==> config.mk <==
export PLATFORM = sky130hd
export DESIGN_NAME = mips_ctrl_exec
export DESIGN_NICKNAME = d
export VERILOG_FILES = /design/src/rtl/mips_ctrl_pkg.sv /design/src/rtl/mips_ctrl_exec_alu_decoder.sv /design/src/rtl/mips_ctrl_exec.sv
export SDC_FILE = /design/constraint.sdc
export NUM_CORES = 1
export LEC_CHECK = 0
export CAP_MARGIN = 30
export CORE_ASPECT_RATIO = 1.1
export CORE_MARGIN = 2
export CORE_UTILIZATION = 47
export DETAILED_ROUTE_END_ITERATION = 10
export MAX_ROUTING_LAYER = met4
export PLACE_DENSITY = 0.76
export RECOVER_POWER = 25
export SYNTH_ARGS = -nofsm -noshare
export SYNTH_HDL_FRONTEND = slang
export SYNTH_SLANG_ARGS = --single-unit
==> constraint.sdc <==
create_clock -name clk -period 1.56 [get_ports clk]
set_input_delay 0.234 -clock clk [delete_from_list [all_inputs] [get_ports clk]]
set_output_delay 0.234 -clock clk [all_outputs]
set_load 0.02 [all_outputs]
==> src/rtl/mips_ctrl_pkg.sv <==
// Shared encodings for the MIPS control/execute slice: opcodes, funct codes,
// ALUOp classes and 3-bit ALU control codes.
package mips_ctrl_pkg;

    localparam logic [5:0] OP_RTYPE = 6'b000000;
    localparam logic [5:0] OP_LW    = 6'b100011;
    localparam logic [5:0] OP_SW    = 6'b101011;
    localparam logic [5:0] OP_ADDI  = 6'b001000;
    localparam logic [5:0] OP_BEQ   = 6'b000100;
    localparam logic [5:0] OP_BNE   = 6'b000101;
    localparam logic [5:0] OP_J     = 6'b000010;
    localparam logic [5:0] OP_SLTI  = 6'b001010;

    localparam logic [5:0] FN_ADD = 6'b100000;
    localparam logic [5:0] FN_SUB = 6'b100010;
    localparam logic [5:0] FN_AND = 6'b100100;
    localparam logic [5:0] FN_OR  = 6'b100101;
    localparam logic [5:0] FN_SLT = 6'b101010;

    localparam logic [1:0] ALUOP_ADD    = 2'b00;
    localparam logic [1:0] ALUOP_SUB    = 2'b01;
    localparam logic [1:0] ALUOP_FUNCT  = 2'b10;
    localparam logic [1:0] ALUOP_SLT    = 2'b11;

    localparam logic [2:0] ALU_AND = 3'b000;
    localparam logic [2:0] ALU_OR  = 3'b001;
    localparam logic [2:0] ALU_ADD = 3'b010;
    localparam logic [2:0] ALU_SUB = 3'b110;
    localparam logic [2:0] ALU_SLT = 3'b111;

endpackage

==> src/rtl/mips_ctrl_exec_alu_decoder.sv <==
// ALU-control decoder: maps the ALUOp class and R-type funct field to a
// 3-bit ALU operation code.
module alu_decoder
    import mips_ctrl_pkg::*;
(
    input  logic [1:0] alu_op,
    input  logic [5:0] funct,
    output logic [2:0] alu_ctrl
);

    always_comb begin
        alu_ctrl = ALU_ADD;
        case (alu_op)
            ALUOP_ADD: alu_ctrl = ALU_ADD;
            ALUOP_SUB: alu_ctrl = ALU_SUB;
            ALUOP_SLT: alu_ctrl = ALU_SLT;
            default: begin
                case (funct)
                    FN_ADD:  alu_ctrl = ALU_ADD;
                    FN_SUB:  alu_ctrl = ALU_SUB;
                    FN_AND:  alu_ctrl = ALU_AND;
                    FN_OR:   alu_ctrl = ALU_OR;
                    FN_SLT:  alu_ctrl = ALU_SLT;
                    default: alu_ctrl = ALU_ADD;
                endcase
            end
        endcase
    end

endmodule

==> src/rtl/mips_ctrl_exec.sv <==
// Control-and-execute slice: combinational main/ALU decode in ID plus a
// registered 32-bit ALU for EX/MEM. Define SLTI_EN to add slti decode.
module mips_ctrl_exec
    import mips_ctrl_pkg::*;
#(
    parameter int DATA_WIDTH = 32
) (
    input  logic                  clk,
    input  logic                  rst,
    input  logic [5:0]            opcode,
    input  logic [5:0]            funct,
    input  logic [DATA_WIDTH-1:0] a,
    input  logic [DATA_WIDTH-1:0] b,
    input  logic [2:0]            ex_alu_ctrl,
    output logic                  reg_dst,
    output logic                  branch,
    output logic                  branch_n,
    output logic                  mem_read,
    output logic                  mem_write,
    output logic                  mem_to_reg,
    output logic                  jump,
    output logic                  alu_src,
    output logic                  reg_write,
    output logic [1:0]            alu_op,
    output logic [2:0]            alu_ctrl,
    output logic                  noop,
    output logic [DATA_WIDTH-1:0] result,
    output logic                  zero
);

    logic [DATA_WIDTH-1:0] alu_next;

    // Reset forces a bubble into ID regardless of the fetched opcode.
    always_comb begin
        reg_dst    = 1'b0;
        branch     = 1'b0;
        branch_n   = 1'b0;
        mem_read   = 1'b0;
        mem_write  = 1'b0;
        mem_to_reg = 1'b0;
        jump       = 1'b0;
        alu_src    = 1'b0;
        reg_write  = 1'b0;
        alu_op     = ALUOP_ADD;
        noop       = 1'b1;
        if (rst) begin
            noop = 1'b0;
            case (opcode)
                OP_RTYPE: begin
                    reg_dst   = 1'b1;
                    reg_write = 1'b1;
                    alu_op    = ALUOP_FUNCT;
                end
                OP_LW: begin
                    alu_src    = 1'b1;
                    mem_read   = 1'b1;
                    mem_to_reg = 1'b1;
                    reg_write  = 1'b1;
                end
                OP_SW: begin
                    alu_src   = 1'b1;
                    mem_write = 1'b1;
                end
                OP_ADDI: begin
                    alu_src   = 1'b1;
                    reg_write = 1'b1;
                end
                OP_BEQ: begin
                    branch = 1'b1;
                    alu_op = ALUOP_SUB;
                end
                OP_BNE: begin
                    branch_n = 1'b1;
                    alu_op   = ALUOP_SUB;
                end
                OP_J: jump = 1'b1;
`ifdef SLTI_EN
                OP_SLTI: begin
                    alu_src   = 1'b1;
                    reg_write = 1'b1;
                    alu_op    = ALUOP_SLT;
                end
`endif
                default: noop = 1'b1;
            endcase
        end
    end

    alu_decoder u_alu_decoder (
        .alu_op   (alu_op),
        .funct    (funct),
        .alu_ctrl (alu_ctrl)
    );

    always_comb begin
        alu_next = '0;
        case (ex_alu_ctrl)
            ALU_AND: alu_next = a & b;
            ALU_OR:  alu_next = a | b;
            ALU_ADD: alu_next = a + b;
            ALU_SUB: alu_next = a - b;
            ALU_SLT: alu_next = {{(DATA_WIDTH-1){1'b0}}, ($signed(a) < $signed(b))};
            default: alu_next = '0;
        endcase
    end

    always_ff @(posedge clk or negedge rst) begin
        if (!rst) begin
            result <= '0;
            zero   <= 1'b1;
        end else begin
            result <= alu_next;
            zero   <= (alu_next == '0);
        end
    end

endmodule

==> key figures, run 1 <==
Outcome
  • Status: stopped before the end
  • Failed at: 5_1_grt
  • Log Error: [ERROR GRT-0232] Routing congestion too high. Check the congestion heatmap in the GUI.

Die
  • Initial Util: 0.481
  • Die W: 115 microns
  • I/O pin count: 129
  • Rows: 44
  • Die height: approximately 130 microns

Synthesis
  • Mux cell area share after synthesis: 0.0309
  • Synth Area in Simple Gates: 0.227
  • Cell taking the most area after synthesis: ha_1
  • Post-Syn Area: ~6400 sq um
  • Async SR Flop Fraction: 1.00
  • Post-synth EDFFs: 0
  • Post-synth top cells: inv_1, ha_1, nor2_1
  • Cells after Synth: around 870
  • FF+latch count, synth: 33
  • Seq/Total Area, Yosys: 0.130
  • Distinct cell type count after synthesis: 88
  • Post-synth top area share: 0.197
  • Top cells by area, synth: ha_1, dfrtp_1, inv_1
  • Synthesized Nets: 1,052
  • Post-synth top flop: dfrtp_1
  • Xor and xnor fraction of the mapped netlist area: 0.0344
  • Most frequent cell after synthesis: inv_1
  • Largest family of logic cells by synthesized area: compound AO/OA/AOI/OAI gates
  • Post-synthesis compound-gate area fraction: 0.280
  • YS warnings: 0
  • Post-synthesis adder-cell area fraction: 0.203
  • Synth Area per Inst: 7.32 sq um

Global route
  • GRT Resource Usage Total: 1.01
  • Congestion Overflow GR: between 1.5k and 2k
  • Largest net degree at the start of global routing: 36

Clocking
  • CTS Sinks: 33
  • CTS max path bufs: 2
  • H-tree lvl count: 2
  • Cts hold-fix bufs: 0
  • Clk Tree Root Cell: clkbuf_16
  • Number of buffers created by CTS: 5

Timing
  • Worst_ep grt: zero$_DFF_PN1_/D
  • Worst-path end type: register data pin

Place
  • Area post-placement: about 11,000 sq um
  • Placed Cells: roughly 1.5k
  • GP Congestion: around 1.0
  • Dpl hpwl: roughly 22 mm
  • Port bufs: between 100 and 150
per-layer routing:
| metal | track usage | GRT overflow |
|---|---|---|
| met5 | - | - |
| met4 | 1.11 | 282 |
| met3 | 0.633 | 6 |
| met2 | 1.39 | 1226 |
| met1 | 0.870 | 7 |
what timing repair did:
action,in CTS
buffers inserted,60
resized for setup,430
endpoints found under the setup margin,49
pin swaps,124
cell families after synthesis:
kind of cell	Yosys count
flops	33
compound gates	256
fa+ha+maj	102
xor+xnor	25
simple gates	285
buf+inv	149
mux	19
through the flow:
stage                     utilization  setup slack (ns)
after floorplan                     -             -1.62
after global placement          0.813             -2.72
after detailed placement        0.813             -2.68
after CTS                       0.924             -1.71
==> inputs of run 2 (changes only) <==
--- a/config.mk
+++ b/config.mk
@@ -6,12 +6,10 @@
 export NUM_CORES = 1
 export LEC_CHECK = 0
 export CAP_MARGIN = 30
-export CORE_ASPECT_RATIO = 1.1
 export CORE_MARGIN = 2
-export CORE_UTILIZATION = 47
+export CORE_UTILIZATION = 32
 export DETAILED_ROUTE_END_ITERATION = 10
-export MAX_ROUTING_LAYER = met4
-export PLACE_DENSITY = 0.76
+export PLACE_DENSITY_LB_ADDON = 0.15
 export RECOVER_POWER = 25
 export SYNTH_ARGS = -nofsm -noshare
 export SYNTH_HDL_FRONTEND = slang
==> run 2 against run 1 <==
Synthesized cell count stayed put; the flow now finishes, with violations (setup timing); area after synthesis stayed put.
==> key figures, run 2 <==
Outcome
  • Status: finished, violations left
  • Failing checks: setup timing

Die
  • Initial Util: 0.327 (-0.155)
  • Core area: between 15,000 and 20,000 sq um
  • Die area: roughly 21,000 sq um
  • I/O pin count: 129 (unchanged)
  • Die height: 145 microns (+15%)
  • Rows: 51 (+16%)
  • Die W: 145 microns (+26%)

Route
  • DR WL/cell: 17.6 microns
  • Via density: roughly 5.2
  • Initial drt markers: between 600 and 700
  • Post-route ant nets: 0
  • 1st-pass router iterations: 7
  • # DRC: 0
  • Routed WL: 28.7 mm
  • Vias: 8,465

Power and ir drop
  • Switch share: 0.405
  • VDD IR-drop max: between 0.3 and 0.4 mV
  • Switch Pwr: around 2.7 mW
  • Cell Pwr Density: 532 nW/um^2
  • Clk network pwr share: 0.160
  • Comb pwr share: 0.694
  • Seq pwr share: 0.146
  • Static leakage: approximately 5.9 nW
  • Pint: approximately 4.0 mW

Synthesis
  • Post-synth top flop: dfrtp_1
  • Post-synth EDFFs: 0 (unchanged)
  • FF+latch count, synth: 33 (unchanged)
  • Post-synth top area share: 0.197 (unchanged)
  • Synth Area per Inst: 7.32 sq um (unchanged)
  • Cell taking the most area after synthesis: ha_1
  • Synthesized Nets: 1,052 (unchanged)
  • Post-Syn Area: 6360 sq um (unchanged)
  • Async SR Flop Fraction: 1.00 (unchanged)
  • Top cells by area, synth: ha_1, dfrtp_1, inv_1
  • Post-synth top cells: inv_1, ha_1, nor2_1
  • Cells after Synth: 869 (unchanged)
  • Seq/Total Area, Yosys: 0.130 (unchanged)
  • YS warnings: 0 (unchanged)
  • Distinct cell type count after synthesis: 88 (unchanged)
  • Most frequent cell after synthesis: inv_1

Worst hold path
  • Type of the most critical hold path: primary input to async pin

Timing
  • Crit share post-route: 2.06
  • Worst rel slew slack: 0.363
  • Final setup violation count: 33
  • Minimum clock period: 3.22 ns
  • Final slew viol count: 0
  • Setup TNS: -24.09 ns
  • Final setup margin: -1.66 ns
  • RSZ-0062 raised after global routing: true
  • Actual slew at the worst max-slew pin: 0.955 ns
  • Final Hold Viols: 0
  • Max Clock Freq: ~0.31 GHz

Global route
  • Largest net degree at the start of global routing: 34
  • Congestion Overflow GR: 0
  • GRT Resource Usage Total: 0.259
  • Initial antenna violation count: 0
  • Vias in the first global route: about 8.4k
  • First-pass GRT wire length: 44.2 mm

Cells and area
  • Fraction of layout cells with a size suffix above 1: 0.546
  • Most frequent cells in the layout: buf_4, nor2_1, ha_1
  • Final nets: 1,542
  • # diodes: 0
  • Biggest register: result
  • Largest regs: result: 32 flops, zero: 1 flops
  • Layout area overhead: 99.1%
  • Max reg flops: 32
  • Commonest non-fill, non-tap cell in the layout: buf_4

Worst setup path
  • WP data required: between 1.5 and 2 ns
  • CP Max Fanout: 3
  • CP arrival: approximately 3.4 ns
  • Worst setup SP type: primary input
  • Critical path class: primary input to flop
  • Setup crit end kind: flop
  • Slowest CP cell: or4b_1
  • Critical path, cell by cell: buf_8 > clkinvlp_4 > ha_4 > buf_6 > a211oi_4 > buf_4 > nor4_4 > o21ai_2 > buf_4 > a211oi_4 > or3_4 > a311o_1 > o21ai_1 > xor2_1 > o221ai_1 > or4b_1 > nor2_2
  • Slowest stage delay, CP: about 0.56 ns

Place
  • Port bufs: 128 (unchanged)
  • GP Congestion: 0.987 (-4.8%)
  • Dpl hpwl: 21.7 mm (-3.0%)
  • Pre-CTS setup slack: -2.75 ns (-0.0748 ns)

Clocking
  • CTS Sinks: 33 (unchanged)
  • Clk Tree Root Cell: clkbuf_16
  • CTS tree: built
  • CTS max path bufs: 2 (unchanged)
  • H-tree lvl count: 2 (unchanged)
  • Number of buffers created by CTS: 5 (unchanged)
  • Clk slew on worst S/H paths: 0.06 ns
  • Cts hold-fix bufs: 0 (unchanged)

Job
  • Max-Cap Viols: 0
[run 2: final cells by class]
cell class / instances / area [sq um]
fillers: 1635 / 6800
multi-input cells: 687 / 6600
repair buffers: 527 / 4320
flip-flops and latches: 33 / 827
inverters: 105 / 425
well taps: 265 / 332
clock buffers: 7 / 153
clock inverters: 1 / 5.00
[run 2: critical path, delay by kind of cell]
family | cells | cell delay, ns
compound gates | 6 | 1.08
xor+xnor | 1 | 0.15
fa+ha+maj | 1 | 0.25
buf+inv | 5 | 0.63
simple gates | 4 | 1.10
[run 2: timing repair]
item	CTS	global route
endpoints found under the setup margin	49	42
pin swaps	108	84
gates resized for setup	440	137
setup buffers	52	20
[run 2: power groups by stage]
stage	combinational (mW)	clock [mW]	sequential, mW
final	4.67	1.08	0.984
after detailed placement	3.75	0	1.00
after floorplan	1.72	0	1.13
after global routing	4.97	1.12	0.993
after global placement	3.73	0	0.997
after CTS	4.35	1.09	0.985
[run 2: stage by stage]
step	cells	total power [mW]	utilization	area, sq um	hold slack (ns)
3_3_place_gp	1560	4.73	0.554	10800	0.453
5_1_grt	1625	7.08	0.650	12700	0.558
3_5_place_dp	1560	4.75	0.554	10800	0.460
6_report	1625	6.73	0.650	12700	0.465
4_1_cts	1617	6.42	0.626	12200	0.193
2_1_floorplan	869	2.85	-	6860	-0.0616
[run 2: logic make-up (layout without fill, tap and decap cells)]
family | Yosys count | after routing | share of synthesized area
multiplexers | 19 | 19 | 0.0309
buffers and inverters | 149 | 640 | 0.0942
adder cells (fa/ha/maj) | 102 | 102 | 0.203
flip-flops | 33 | 33 | 0.130
AND/OR/NAND/NOR | 285 | 285 | 0.227
XOR/XNOR | 25 | 25 | 0.0344
AO/OA/AOI/OAI | 256 | 256 | 0.280
[run 2: worst paths after layout]
check | start | slack [ns] | to
min | rst | 0.47 | result[25]$_DFF_PN0_
min in group clk | ex_alu_ctrl[0] | 0.51 | result[1]$_DFF_PN0_
max in group asynchronous | rst | 0.50 | result[5]$_DFF_PN0_
max | b[1] | -1.66 | zero$_DFF_PN1_
[run 2: metal layers]
layer  global-route usage  vias to the layer above  share of wire
li1                     -                     4067              -
met1                0.346                     4017           0.43
met2                0.448                      334           0.49
met3               0.0305                       47          0.062
met4               0.0530                        0          0.018
met5                    0                        -              0
Note: power is estimated with default switching activity, not from simulation.
==> inputs of run 3 (changes only) <==
--- a/config.mk
+++ b/config.mk
@@ -9,7 +9,7 @@
 export CORE_MARGIN = 2
 export CORE_UTILIZATION = 32
 export DETAILED_ROUTE_END_ITERATION = 10
-export PLACE_DENSITY_LB_ADDON = 0.15
+export PLACE_DENSITY = 0.54
 export RECOVER_POWER = 25
 export SYNTH_ARGS = -nofsm -noshare
 export SYNTH_HDL_FRONTEND = slang
==> constraint.sdc (replaced) <==
create_clock -name clk -period 2.9 [get_ports clk]
set_input_delay 0.435 -clock clk [delete_from_list [all_inputs] [get_ports clk]]
set_output_delay 0.435 -clock clk [all_outputs]
set_load 0.02 [all_outputs]
==> run 3 against run 2 <==
The flow still finishes with violations (setup timing); via count down 2.0%; routed wire length down 2.8%; global-route usage down 0.26 points; first-iteration DRC count down 15%; sequential power down 46%; cell count down 1.2%; core utilization down 2.4 points; power down 46%; worst hold slack worse by 0.18 ns; clock-buffer cell count down 2; die area unchanged; highest routed layer unchanged.
==> key figures, run 3 (synthesis results as in run 2) <==
Timing
  • Final setup violation count: 2 (-94%)
  • Hold slack: 0.289 ns (-0.176 ns)
  • Max Clock Freq: 0.292 GHz
  • Actual slew at the worst max-slew pin: 0.883 ns (-0.0718 ns)
  • Crit share post-route: 1.18
  • Minimum clock period: 3.43 ns
  • Final slew viol count: 0 (unchanged)
  • Final Hold Viols: 0 (unchanged)
  • Setup TNS: -0.678 ns (+23.41 ns)
  • Final setup margin: -0.529 ns (+1.13 ns)
  • RSZ-0062 raised after global routing: true
  • Worst rel slew slack: 0.407 (+0.0443)

Cells and area
  • Layout area overhead: 91.6%
  • # diodes: 0 (unchanged)
  • Largest regs: result: 32 flops, zero: 1 flops
  • Max reg flops: 32 (unchanged)
  • Biggest register: result
  • Most frequent cells in the layout: buf_4, nor2_1, clkdlybuf4s50_1
  • Layout fillers: 1,707 (+4.4%)
  • Final nets: 1,523 (-1.2%)
  • Commonest non-fill, non-tap cell in the layout: buf_4
  • Fraction of layout cells with a size suffix above 1: 0.488 (-0.0579)

Route
  • Via density: 5.16 (-0.87%)
  • # DRC: 0 (unchanged)
  • Initial drt markers: 548 (-15%)
  • Vias: 8,293 (-2.0%)
  • 1st-pass router iterations: 5 (-2)
  • DR WL/cell: 17.4 microns (-1.6%)
  • Routed WL: 27.9 mm (-2.8%)
  • Post-route ant nets: 0 (unchanged)

Place
  • GP Congestion: 0.990 (+0.23%)
  • Dpl hpwl: 21.6 mm (-0.52%)
  • Port bufs: 128 (unchanged)

Job
  • Max-Cap Viols: 0 (unchanged)

Clocking
  • Clk slew on worst S/H paths: 0.07 ns (about the same)
  • Cts hold-fix bufs: 0 (unchanged)
  • Clk Tree Root Cell: clkbuf_16
  • H-tree lvl count: 2 (unchanged)
  • CTS Sinks: 33 (unchanged)
  • CTS tree: built
  • Number of buffers created by CTS: 5 (unchanged)
  • CTS max path bufs: 2 (unchanged)

Outcome
  • Failing checks: setup timing
  • Status: finished, violations left

Worst setup path
  • Slowest CP cell: or4_1
  • Slowest stage delay, CP: 0.47 ns (-0.09 ns)
  • Crit path buffers/inverters: 3 (-2)
  • Critical path class: primary input to flop
  • CP arrival: 3.66 ns (+0.22 ns)
  • Critical path depth: 15 (-2)
  • Delay-heaviest family, CP: simple AND/OR/NAND/NOR gates
  • Critical path, cell by cell: buf_2 > buf_6 > fa_2 > a21oi_4 > nand4b_1 > buf_4 > a21oi_2 > a211o_1 > mux2_4 > xor2_4 > a2111oi_4 > and4b_1 > nand4b_1 > or4_1 > nor2_1
  • Setup crit end kind: flop
  • Worst setup SP type: primary input
  • CP Max Fanout: 2 (-1)
  • Cell repeated most along the worst path: nand4b_1
  • WP data required: 3.13 ns (+1.35 ns)

Die
  • Die W: 145 microns (unchanged)
  • Die area: 21,000 sq um (unchanged)
  • Core area: 19,500 sq um (unchanged)
  • Initial Util: 0.327 (unchanged)
  • Rows: 51 (unchanged)
  • Die height: 145 microns (unchanged)
  • I/O pin count: 129 (unchanged)

Global route
  • Largest net degree at the start of global routing: 36 (+5.9%)
  • GRT Resource Usage Total: 0.256 (-0.00256)
  • Congestion Overflow GR: 0 (unchanged)
  • Vias in the first global route: 8,492 (+0.63%)
  • First-pass GRT wire length: 44.0 mm (-0.42%)
  • Initial antenna violation count: 0 (unchanged)

Power and ir drop
  • VDD IR-drop max: 0.220 mV (-37%)
  • Static leakage: 5.73 nW (-3.6%)
  • Cell Pwr Density: 300 nW/um^2 (-44%)

Worst hold path
  • Type of the most critical hold path: primary input to async pin
## run 3: changes by cell type in the layout (fill, tap and decap cells not counted), moves of 5 or more
cell and delta:
o22ai_1 +8, o22ai_2 -7, buf_8 -5, clkbuf_2 +5
dlygate4sd2_1 -11, nor2_1 +7, clkdlybuf4s50_1 +27, buf_2 -16
inv_1 +5, buf_6 -21, ha_1 -5
## run 3: through the flow
| step | instances | power [mW] | setup slack (ns) | util | area [sq um] |
|---|---|---|---|---|---|
| 2_1_floorplan | 869 | 1.43 | -0.514 | - | 6380 |
| 3_3_place_gp | 1547 | 2.46 | -1.52 | 0.529 | 10300 |
| 3_5_place_dp | 1547 | 2.46 | -1.48 | 0.529 | 10300 |
| 4_1_cts | 1586 | 3.47 | -0.527 | 0.599 | 11700 |
| 5_1_grt | 1606 | 3.84 | -0.716 | 0.626 | 12200 |
| 6_report | 1606 | 3.66 | -0.529 | 0.626 | 12200 |
## run 3: worst paths after layout
kind	from	to	slack, ns
worst min-delay path	rst	result[25]$_DFF_PN0_	0.29
max in group asynchronous	rst	zero$_DFF_PN1_	2.26
min in group clk	b[13]	result[13]$_DFF_PN0_	0.79
worst max-delay path	b[1]	zero$_DFF_PN1_	-0.53
## run 3: power by group
group | internal [mW] | switching [mW] | leakage [nW]
Clock | 0.491 | 0.227 | 0.0938
Combinational | 1.23 | 1.18 | 5.22
Sequential | 0.514 | 0.0131 | 0.421
## run 3: layer usage
layer / vias to the layer above / share of wire / global-route usage
li1: 4029 / - / -
met1: 3873 / 0.43 / 0.332
met2: 337 / 0.48 / 0.446
met3: 54 / 0.069 / 0.0390
met4: 0 / 0.020 / 0.0604
met5: - / 0 / 0
## run 3: repair_timing
item,CTS,global route
gates resized for setup,300,151
pin swaps,90,64
setup endpoints to repair,22,15
setup buffers,33,20
## run 3: final cells by class
class                           count  area (sq um)  share of cell area
Multi-Input combinational cell    687          6260               0.513
Timing Repair Buffer              508          4180               0.343
Sequential cell                    33           827              0.0679
Inverter                          105           402              0.0330
Tap cell                          265           332              0.0272
Clock buffer                        5           125              0.0103
Clock inverter                      3          65.1             0.00534
